**src/rtl/instr_fetch_unit_pkg.sv**
```systemverilog
// rtl/instr_fetch_unit_pkg.sv - shared constants and queue-occupancy helper for the IF stage
package instr_fetch_unit_pkg;

  localparam int          IMEM_ADDR_WIDTH  = 32;
  localparam logic [31:0] RESET_PC_DEFAULT = 32'h0000_0000;
  localparam logic [31:0] NOP_INSTR        = 32'h0000_0000;

  typedef enum logic [1:0] {
    OCC_EMPTY   = 2'd0,
    OCC_PARTIAL = 2'd1,
    OCC_FULL    = 2'd2
  } occ_e;

  // Occupancy is never stored; it is always derived from the queue count.
  function automatic occ_e occ_of(input int count, input int depth);
    if (count == 0)
      return OCC_EMPTY;
    else if (count >= depth)
      return OCC_FULL;
    else
      return OCC_PARTIAL;
  endfunction

endpackage

```
**src/rtl/instr_fetch_unit_fetch_queue.sv**
```systemverilog
// rtl/instr_fetch_unit_fetch_queue.sv - small synchronous FIFO of {pc, instr} fetch entries
module fetch_queue #(
  parameter int DEPTH = 2
) (
  input  logic                       clk,
  input  logic                       rst,
  input  logic                       flush,
  input  logic                       push,
  input  logic [31:0]                push_pc,
  input  logic [31:0]                push_instr,
  input  logic                       pop,
  output logic [31:0]                head_pc,
  output logic [31:0]                head_instr,
  output logic [$clog2(DEPTH):0]     count
);

  localparam int AW = $clog2(DEPTH);
  localparam int CW = AW + 1;
  localparam logic [CW-1:0] FULL_CNT = CW'(DEPTH);

  logic [31:0]   mem_pc    [DEPTH];
  logic [31:0]   mem_instr [DEPTH];
  logic [AW-1:0] wr_ptr;
  logic [AW-1:0] rd_ptr;
  logic          do_pop;
  logic          do_push;

  // Pop on empty is ignored; push on full is legal only together with a pop.
  assign do_pop  = pop && (count != '0);
  assign do_push = push && ((count < FULL_CNT) || do_pop);

  assign head_pc    = mem_pc[rd_ptr];
  assign head_instr = mem_instr[rd_ptr];

  always_ff @(posedge clk) begin
    if (do_push && !flush) begin
      mem_pc[wr_ptr]    <= push_pc;
      mem_instr[wr_ptr] <= push_instr;
    end
  end

  always_ff @(posedge clk or negedge rst) begin
    if (!rst) begin
      wr_ptr <= '0;
      rd_ptr <= '0;
      count  <= '0;
    end else if (flush) begin
      wr_ptr <= '0;
      rd_ptr <= '0;
      count  <= '0;
    end else begin
      if (do_push)
        wr_ptr <= wr_ptr + 1'b1;
      if (do_pop)
        rd_ptr <= rd_ptr + 1'b1;
      case ({do_push, do_pop})
        2'b10:   count <= count + 1'b1;
        2'b01:   count <= count - 1'b1;
        default: count <= count;
      endcase
    end
  end

endmodule

```
**src/rtl/instr_fetch_unit.sv**
```systemverilog
// rtl/instr_fetch_unit.sv - IF stage: PC register, imem fetch, redirect handling, ID handshake
module instr_fetch_unit
  import instr_fetch_unit_pkg::*;
#(
  parameter logic [31:0] RESET_PC = RESET_PC_DEFAULT,
  parameter int          QDEPTH   = 2
) (
  input  logic                       clk,
  input  logic                       rst,
  output logic [IMEM_ADDR_WIDTH-1:0] iaddr,
  input  logic [31:0]                idata,
  input  logic                       redirect_valid,
  input  logic [31:0]                redirect_pc,
  input  logic                       id_ready,
  output logic                       id_valid,
  output logic [31:0]                id_instr,
  output logic [31:0]                id_pc,
  output logic [31:0]                id_pc_plus4,
  output logic                       misalign_err,
  output logic [31:0]                fetch_count
);

  localparam int CW = $clog2(QDEPTH) + 1;

  logic [31:0]   pc_reg;
  logic [CW-1:0] q_count;
  logic [31:0]   head_pc;
  logic [31:0]   head_instr;
  logic          push;
  logic          pop;
  occ_e          occ;

  assign occ      = occ_of(int'(q_count), QDEPTH);
  assign id_valid = (occ != OCC_EMPTY);
  assign pop      = id_valid & id_ready;
  // A full queue still accepts a fetch when its head leaves this cycle.
  assign push     = !redirect_valid & ((occ != OCC_FULL) | pop);

  assign iaddr       = pc_reg;
  assign id_instr    = id_valid ? head_instr : NOP_INSTR;
  assign id_pc       = id_valid ? head_pc : 32'h0;
  assign id_pc_plus4 = id_valid ? (head_pc + 32'd4) : 32'h0;

  fetch_queue #(
    .DEPTH (QDEPTH)
  ) u_fetch_queue (
    .clk        (clk),
    .rst        (rst),
    .flush      (redirect_valid),
    .push       (push),
    .push_pc    (pc_reg),
    .push_instr (idata),
    .pop        (pop),
    .head_pc    (head_pc),
    .head_instr (head_instr),
    .count      (q_count)
  );

  always_ff @(posedge clk or negedge rst) begin
    if (!rst) begin
      pc_reg       <= RESET_PC;
      misalign_err <= 1'b0;
      fetch_count  <= 32'h0;
    end else if (redirect_valid) begin
      pc_reg <= {redirect_pc[31:2], 2'b00};
      if (redirect_pc[1:0] != 2'b00)
        misalign_err <= 1'b1;
    end else if (push) begin
      pc_reg      <= pc_reg + 32'd4;
      fetch_count <= fetch_count + 32'd1;
    end
  end

endmodule
```
**config.mk**
```make
export PLATFORM = sky130hd
export DESIGN_NAME = instr_fetch_unit
export DESIGN_NICKNAME = d
export VERILOG_FILES = /design/src/rtl/instr_fetch_unit_pkg.sv /design/src/rtl/instr_fetch_unit_fetch_queue.sv /design/src/rtl/instr_fetch_unit.sv
export SDC_FILE = /design/constraint.sdc
export NUM_CORES = 1
export LEC_CHECK = 0
export ABC_AREA = 1
export BUFFER_PORTS_ARGS = -buffer_cell sky130_fd_sc_hd__buf_2
export CORE_MARGIN = 5
export CORE_UTILIZATION = 55
export CTS_CLUSTER_SIZE = 16
export DETAILED_ROUTE_END_ITERATION = 16
export PLACE_DENSITY = 0.86
export SLEW_MARGIN = 5
export SYNTH_ARGS = -nofsm -noshare
export SYNTH_HDL_FRONTEND = slang
export SYNTH_SLANG_ARGS = --single-unit
```
**constraint.sdc**
```tcl
create_clock -name clk -period 5.9 [get_ports clk]
set_input_delay 1.18 -clock clk [delete_from_list [all_inputs] [get_ports clk]]
set_output_delay 1.18 -clock clk [all_outputs]
set_load 0.01 [all_outputs]
```
==> results of run 1 <==
synthesized netlist by cell type (2+ instances only):
cell      number
buf_1          2
nor4_1         2
nand2_2       18
dfrtp_1       67
xnor2_1       13
clkinv_1       3
nor2_4         5
inv_1        105
nor2_1       158
nand2_1      464
o21ai_0       20
o21bai_1       2
buf_6          5
xor2_1        29
nand4_1        8
ha_1           3
inv_2          2
nand3_1       55
buf_2          6
nor3_1        23
edfxtp_1     124
buf_4         10
o211ai_1       8
nand3_2        2
a21oi_1       53
nor2_2        16
clkbuf_1      16
nand3b_1       2
logic make-up after synthesis:
group / count (synthesis)
other: 1
XOR/XNOR: 42
AO/OA/AOI/OAI: 87
adder cells (fa/ha/maj): 3
AND/OR/NAND/NOR: 757
flip-flops: 191
buffers and inverters: 151
worst register-to-register path: cells and delay by family, from the launching register on:
kind	cells	cell delay [ps]
flip-flops	1	430
AND/OR/NAND/NOR	5	1000
buffers and inverters	3	1450
metal layers:
| metal | up-vias | global-route usage [%] |
|---|---|---|
| met3 | 70 | 7.661 |
| met5 | - | 0 |
| li1 | 4359 | - |
| met4 | 16 | 10.59 |
| met2 | 353 | 42.94 |
| met1 | 4137 | 30.59 |
stage by stage:
stage	cell area, um2	hold slack, ps	utilization, %	instances
floorplan	10100	513.4	-	1237
global placement	11330	455.9	62.83	1656
detailed placement	11330	469.3	62.83	1656
CTS	11990	488.0	66.50	1688
global route	12000	509.4	66.60	1695
finish	12000	478.0	66.60	1695
cell usage in the layout (no fill, tap or decap), types with 18 or more instances in the layout:
master / n
nand2_1: 464
buf_2: 223
nor2_1: 156
edfxtp_1: 124
inv_1: 105
dfrtp_1: 66
nand3_1: 55
a21oi_1: 53
xor2_1: 29
nor3_1: 23
o21ai_0: 20
nand2_2: 18
final timing paths:
kind	cells after the start	slack (ps)	to
worst max-delay path	15	1460	id_pc_plus4[20]
max in group asynchronous	2	4340	u_fetch_queue.rd_ptr
min in group asynchronous	2	930	fetch_count[12]
worst min register to register	1	480	misalign_err
worst min-delay path	1	480	misalign_err
worst max register to register	8	2680	u_fetch_queue.mem_instr[1][30]
flip-flops by register name, summed over array words and instances (netlist names):
register                 count
u_fetch_queue.count          2
misalign_err                 1
fetch_count                 32
u_fetch_queue.wr_ptr         1
u_fetch_queue.rd_ptr         1
u_fetch_queue.mem_instr     64
u_fetch_queue.mem_pc        60
iaddr                       30
layout make-up:
class	count	share of cell area [%]
flip-flops and latches	191	45.00
multi-input cells	895	33.72
repair buffers	230	9.735
clock buffers	17	3.544
inverters	111	3.513
well taps	229	2.387
clock inverters	15	1.960
diodes	7	0.1459
power by group through the flow:
| stage | logic [uW] | registers [uW] | clock network [uW] |
|---|---|---|---|
| 5_1_grt | 828 | 1720 | 1290 |
| 3_5_place_dp | 741 | 1720 | 0 |
| 3_3_place_gp | 719 | 1720 | 0 |
| 4_1_cts | 744 | 1700 | 1240 |
| 2_1_floorplan | 451 | 1710 | 0 |
| 6_report | 742 | 1700 | 1230 |
==> results.ini, run 1 <==
[logic_synthesis]
synth_async_sr_flop_share_pct=35.08
yosys.area_share.simple_pct=31.12
synth_top_area_cell=edfxtp_1
synth_cell_types=39
synth_top_family_by_area=simple AND/OR/NAND/NOR gates
netlist_area_um2=10080
ys.flop_type=edfxtp_1
synthAdderAreaFrac_pct=0.3724
syn_area_per_cell_um2=8.182
synth-seq-cells=191
synth_warnings=0
ys_top_cells_by_area=edfxtp_1 37%, nand2_1 17%, dfrtp_1 17%
synth_compound_area_share_pct=4.643
synth_edf_count=124
synth_cells=1232
synth_top_area_share_pct=36.94
synthMuxAreaShare_pct=0
yosysSeqAreaShare_pct=53.57
synth_xor_area_share_pct=3.649

[setup_path]
cpMostUsedCell=nand2_1
slowest_stage=dfrtp_2
startpoint=u_fetch_queue.rd_ptr
cp.arrival_ps=3260
path_cells=inv_6 > nand2_1 > nand2_2 > ha_1 > inv_1 > nor2_2 > nand2_1 > inv_1 > nand2_1 > nor2_2 > nand2_1 > nand2_1 > nand2_1 > inv_1 > buf_2
critPathMaxFanout=67
worst-path-buf-inv=5
crit_family=simple AND/OR/NAND/NOR gates
start_kind=flip-flop
max_stage_delay_ps=680
criticalPathCategory=flip-flop to primary output
rr_startpoint=u_fetch_queue.count[1]
worstPathRequired_ps=4720
cp-end-kind=primary output

[power]
power_uw=3667
comb_power_share_pct=20.2
clkPwrFrac_pct=33.4
seq_power_share_pct=46.3
p_sw_uw=1244
intPower_uw=2423
p_leak_uw=0.005532
ir_drop_mv=0.2108
p_sw_share_pct=33.92
power.density_nw_per_um2=305.5

[drt]
wirelength_met1_mm=10.42
postRouteAntennaNets=0
routedWlPerCell_um=16.09
avgViaCountPerCell=5.271
first_pass_iters=6
top_layer_used=met5
remaining_drc_errors=0
finalWirelength_mm=27.27
dr_wl_met3_mm=2.327
route.met2.wl_mm=13.58
vias=8935
drt_iter0_drc=665

[global_route]
grt_start_max_net_pins=79
grt-ovfl-total=0
antenna_found_initial=15
grt_pass1_wl_mm=43.64
grt_pass1_vias=8644
grt_usage_pct=25.49

[clock_network]
cts-root-buf=clkbuf_16
cts_tree=built
cts-resized-gates=0
cts_buffers=17
clk_latency_ps=450
htree_levels=4
ctsLongestPathBuffers=2
cts.clk_slew.worst_paths_ps=80
cts_setup_buffers=0
cts_sinks=191
holdBufCountCts=0

[finish]
nNetsFinal=1517
area_growth_pct=19.09
drive_gt1_share_pct=21.38
area.sequential_um2=5401
multiInputGateArea_um2=4048
fillers=1463

[sta]
period_share_pct=75.31
rsz0062_at_grt=false
fmax_ghz=0.2251
fin_ws_ps=1457
hold_viol=0
finalCriticalPeriod_ps=4443
max_slew_margin_pct=40.98
fin_skew_ps=15.07
setup_viol=0
tns_ps=0
worstMarginPinSlew_ps=885.3
drv_slew=0

[floorplan]
die_w_um=145.4
start_util_pct=55.92
rows=49
coreArea_um2=18020
die_y_um=145.4
fp.dieArea_um2=21130
pin_count=230

[place]
dpl_worst_slack_ps=1818
place_congestion=0.9668
io_buffers=223
hpwlAfterDp_mm=20.26

[job]
maxCapViolations=0

[worst_hold_path]
hp-class=flip-flop to flip-flop
hold_start=misalign_err

[run_status]
status=completed

Power figures use the tool's default switching activity.
==> inputs of run 2 (changes only) <==
Clock period 5.9 ns to 4.63 ns, I/O delays scaled along.
==> run 2 against run 1 <==
Compared with the run above:
- clock skew is 2.3 ps higher
- core utilization about the same
- first-iteration DRC count fell by 0.60%
- total power is 27% higher
- sequential power rose by 28%
- flip-flop and latch count unchanged
- largest power group unchanged
==> results.ini, run 2 (same netlist as run 1, synthesis figures left out) <==
[power]
power_uw=4645  ; was 3667 uW
comb_power_share_pct=20.5  ; was 20.2%
seq_power_share_pct=46.6  ; was 46.3%
clkPwrFrac_pct=32.9  ; was 33.4%
intPower_uw=3081  ; was 2423 uW
ir_drop_mv=0.2542  ; was 0.2108 mV
power.density_nw_per_um2=387.0  ; was 305.5 nW/um2
p_sw_share_pct=33.67  ; was 33.92%
p_leak_uw=0.005541  ; was 0.005532 uW
p_sw_uw=1564  ; was 1244 uW

[sta]
finalCriticalPeriod_ps=4118
tns_ps=0  ; unchanged
fmax_ghz=0.2428
rsz0062_at_grt=false  ; unchanged
max_slew_margin_pct=44.36  ; was 40.98%
drv_slew=0  ; unchanged
period_share_pct=88.95
hold_viol=0  ; unchanged
setup_viol=0  ; unchanged
fin_ws_ps=511.8  ; was 1457 ps
fin_skew_ps=17.38  ; was 15.07 ps
worstMarginPinSlew_ps=834.5  ; was 885.3 ps

[global_route]
antenna_found_initial=10  ; was 15
grt_use_met3_pct=8.533  ; was 7.661%
grt-ovfl-total=0  ; unchanged
grt_use_met1_pct=31.39  ; was 30.59%
grt_usage_pct=25.83  ; was 25.49%
grtUsageMet2_pct=43.04  ; was 42.94%
grt_pass1_vias=8673  ; was 8644
grt_pass1_wl_mm=44.11  ; was 43.64 mm
grt.busiest_layer=met2  ; unchanged
grt_start_max_net_pins=68  ; was 79

[clock_network]
ctsLongestPathBuffers=2  ; unchanged
cts_setup_buffers=0  ; unchanged
holdBufCountCts=0  ; unchanged
cts-root-buf=clkbuf_16  ; unchanged
cts-resized-gates=0  ; unchanged
cts_sinks=191  ; unchanged
cts.clk_slew.worst_paths_ps=80  ; about the same
cts_tree=built  ; unchanged
cts_buffers=17  ; unchanged
htree_levels=4  ; unchanged
clk_latency_ps=450  ; about the same

[finish]
area_growth_pct=19.07  ; was 19.09%
largest_reg_flops=64  ; unchanged
final_cell_mix=464 x nand2_1, 223 x buf_2, 156 x nor2_1  ; unchanged
drive_gt1_share_pct=21.55  ; was 21.38%
reg_top3=u_fetch_queue.mem_instr (64), u_fetch_queue.mem_pc (60), fetch_count (32)  ; unchanged
regMostFlops=u_fetch_queue.mem_instr  ; unchanged
layout_commonest_cell=nand2_1  ; unchanged
nNetsFinal=1520  ; was 1517

[setup_path]
startpoint=u_fetch_queue.rd_ptr  ; unchanged
rr_startpoint=iaddr[2]  ; was u_fetch_queue.count[1]
worst-path-buf-inv=5  ; unchanged
worstPathRequired_ps=3700  ; was 4720 ps
rrSetupSlack_ps=2360  ; was 2680 ps
cpMostUsedCell=nand2_1  ; unchanged
start_kind=flip-flop  ; unchanged
criticalPathCategory=flip-flop to primary output  ; unchanged
path_cells=inv_6 > nand2_1 > nand2_2 > ha_1 > inv_1 > nor2_2 > nand2_1 > inv_1 > nand2_1 > nor2_2 > nand2_1 > nand2_1 > nand2_1 > inv_1 > buf_2  ; unchanged
critPathMaxFanout=67  ; unchanged
cp-end-kind=primary output  ; unchanged
slowest_stage=dfrtp_2  ; unchanged
cp.arrival_ps=3190  ; was 3260 ps
crit_family=simple AND/OR/NAND/NOR gates  ; unchanged
max_stage_delay_ps=690  ; was 680 ps

[drt]
remaining_drc_errors=0  ; unchanged
first_pass_iters=5  ; was 6
finalWirelength_mm=27.49  ; was 27.27 mm
routedWlPerCell_um=16.20  ; was 16.09 um
vias=8929  ; was 8935
drt_iter0_drc=661  ; was 665
postRouteAntennaNets=0  ; unchanged
avgViaCountPerCell=5.262  ; was 5.271

[job]
maxCapViolations=0  ; unchanged

[floorplan]
coreArea_um2=18020  ; unchanged
start_util_pct=55.92  ; unchanged
rows=49  ; unchanged
die_w_um=145.4  ; unchanged
die_y_um=145.4  ; unchanged
fp.dieArea_um2=21130  ; unchanged
pin_count=230  ; unchanged

[run_status]
status=completed  ; unchanged

[place]
io_buffers=223  ; unchanged
dpl_worst_slack_ps=1004  ; was 1818 ps
place_congestion=0.9590  ; was 0.9668
hpwlAfterDp_mm=20.12  ; was 20.26 mm

[worst_hold_path]
hp-class=input pin to async pin  ; was flip-flop to flip-flop

run 2: cell count changes in the layout (fill, tap and decap cells not counted):
cell and delta:
inv_6 +1, buf_4 +3, clkinv_8 -2, diode_2 -1
inv_12 -2, inv_8 +3
run 2: worst paths after layout:
check | to | cells past startpoint
setup / recovery | id_pc_plus4[20] | 15
max in group asynchronous | u_fetch_queue.rd_ptr | 2
min in group clk | misalign_err | 1
hold / removal | fetch_count[29] | 1
hold reg to reg | misalign_err | 1
setup reg to reg | iaddr[20] | 9
run 2: layout make-up:
type	count	area, um2
Fill cell	1453	6023
Sequential cell	191	5401
Clock buffer	17	425.4
Antenna cell	6	15.01
Clock inverter	15	212.7
Tap cell	229	286.5
Multi-Input combinational cell	895	4048
Inverter	111	421.7
Timing Repair Buffer	233	1191
run 2: power groups by stage:
stage | sequential, uW | combinational, uW | clock, uW
finish | 2170 | 953 | 1530
global route | 2180 | 1060 | 1630
CTS | 2160 | 954 | 1540
detailed placement | 2190 | 947 | 0
global placement | 2190 | 924 | 0
floorplan | 2180 | 575 | 0
run 2: metrics by stage:
stage | hold WS (ps) | instances | util [%] | instance area [um2]
2_1_floorplan | 513.4 | 1237 | - | 10100
3_3_place_gp | 455.8 | 1659 | 62.96 | 11350
3_5_place_dp | 460.5 | 1659 | 62.96 | 11350
4_1_cts | 417.6 | 1691 | 66.50 | 11990
5_1_grt | 434.5 | 1694 | 66.54 | 11990
6_report | 422.6 | 1697 | 66.58 | 12000
run 2: layer usage:
layer / routed length [um] / share of wire [%]
met5: 85 / 0.31
met2: 13420 / 49
met3: 2558 / 9.3
met4: 954 / 3.5
met1: 10480 / 38
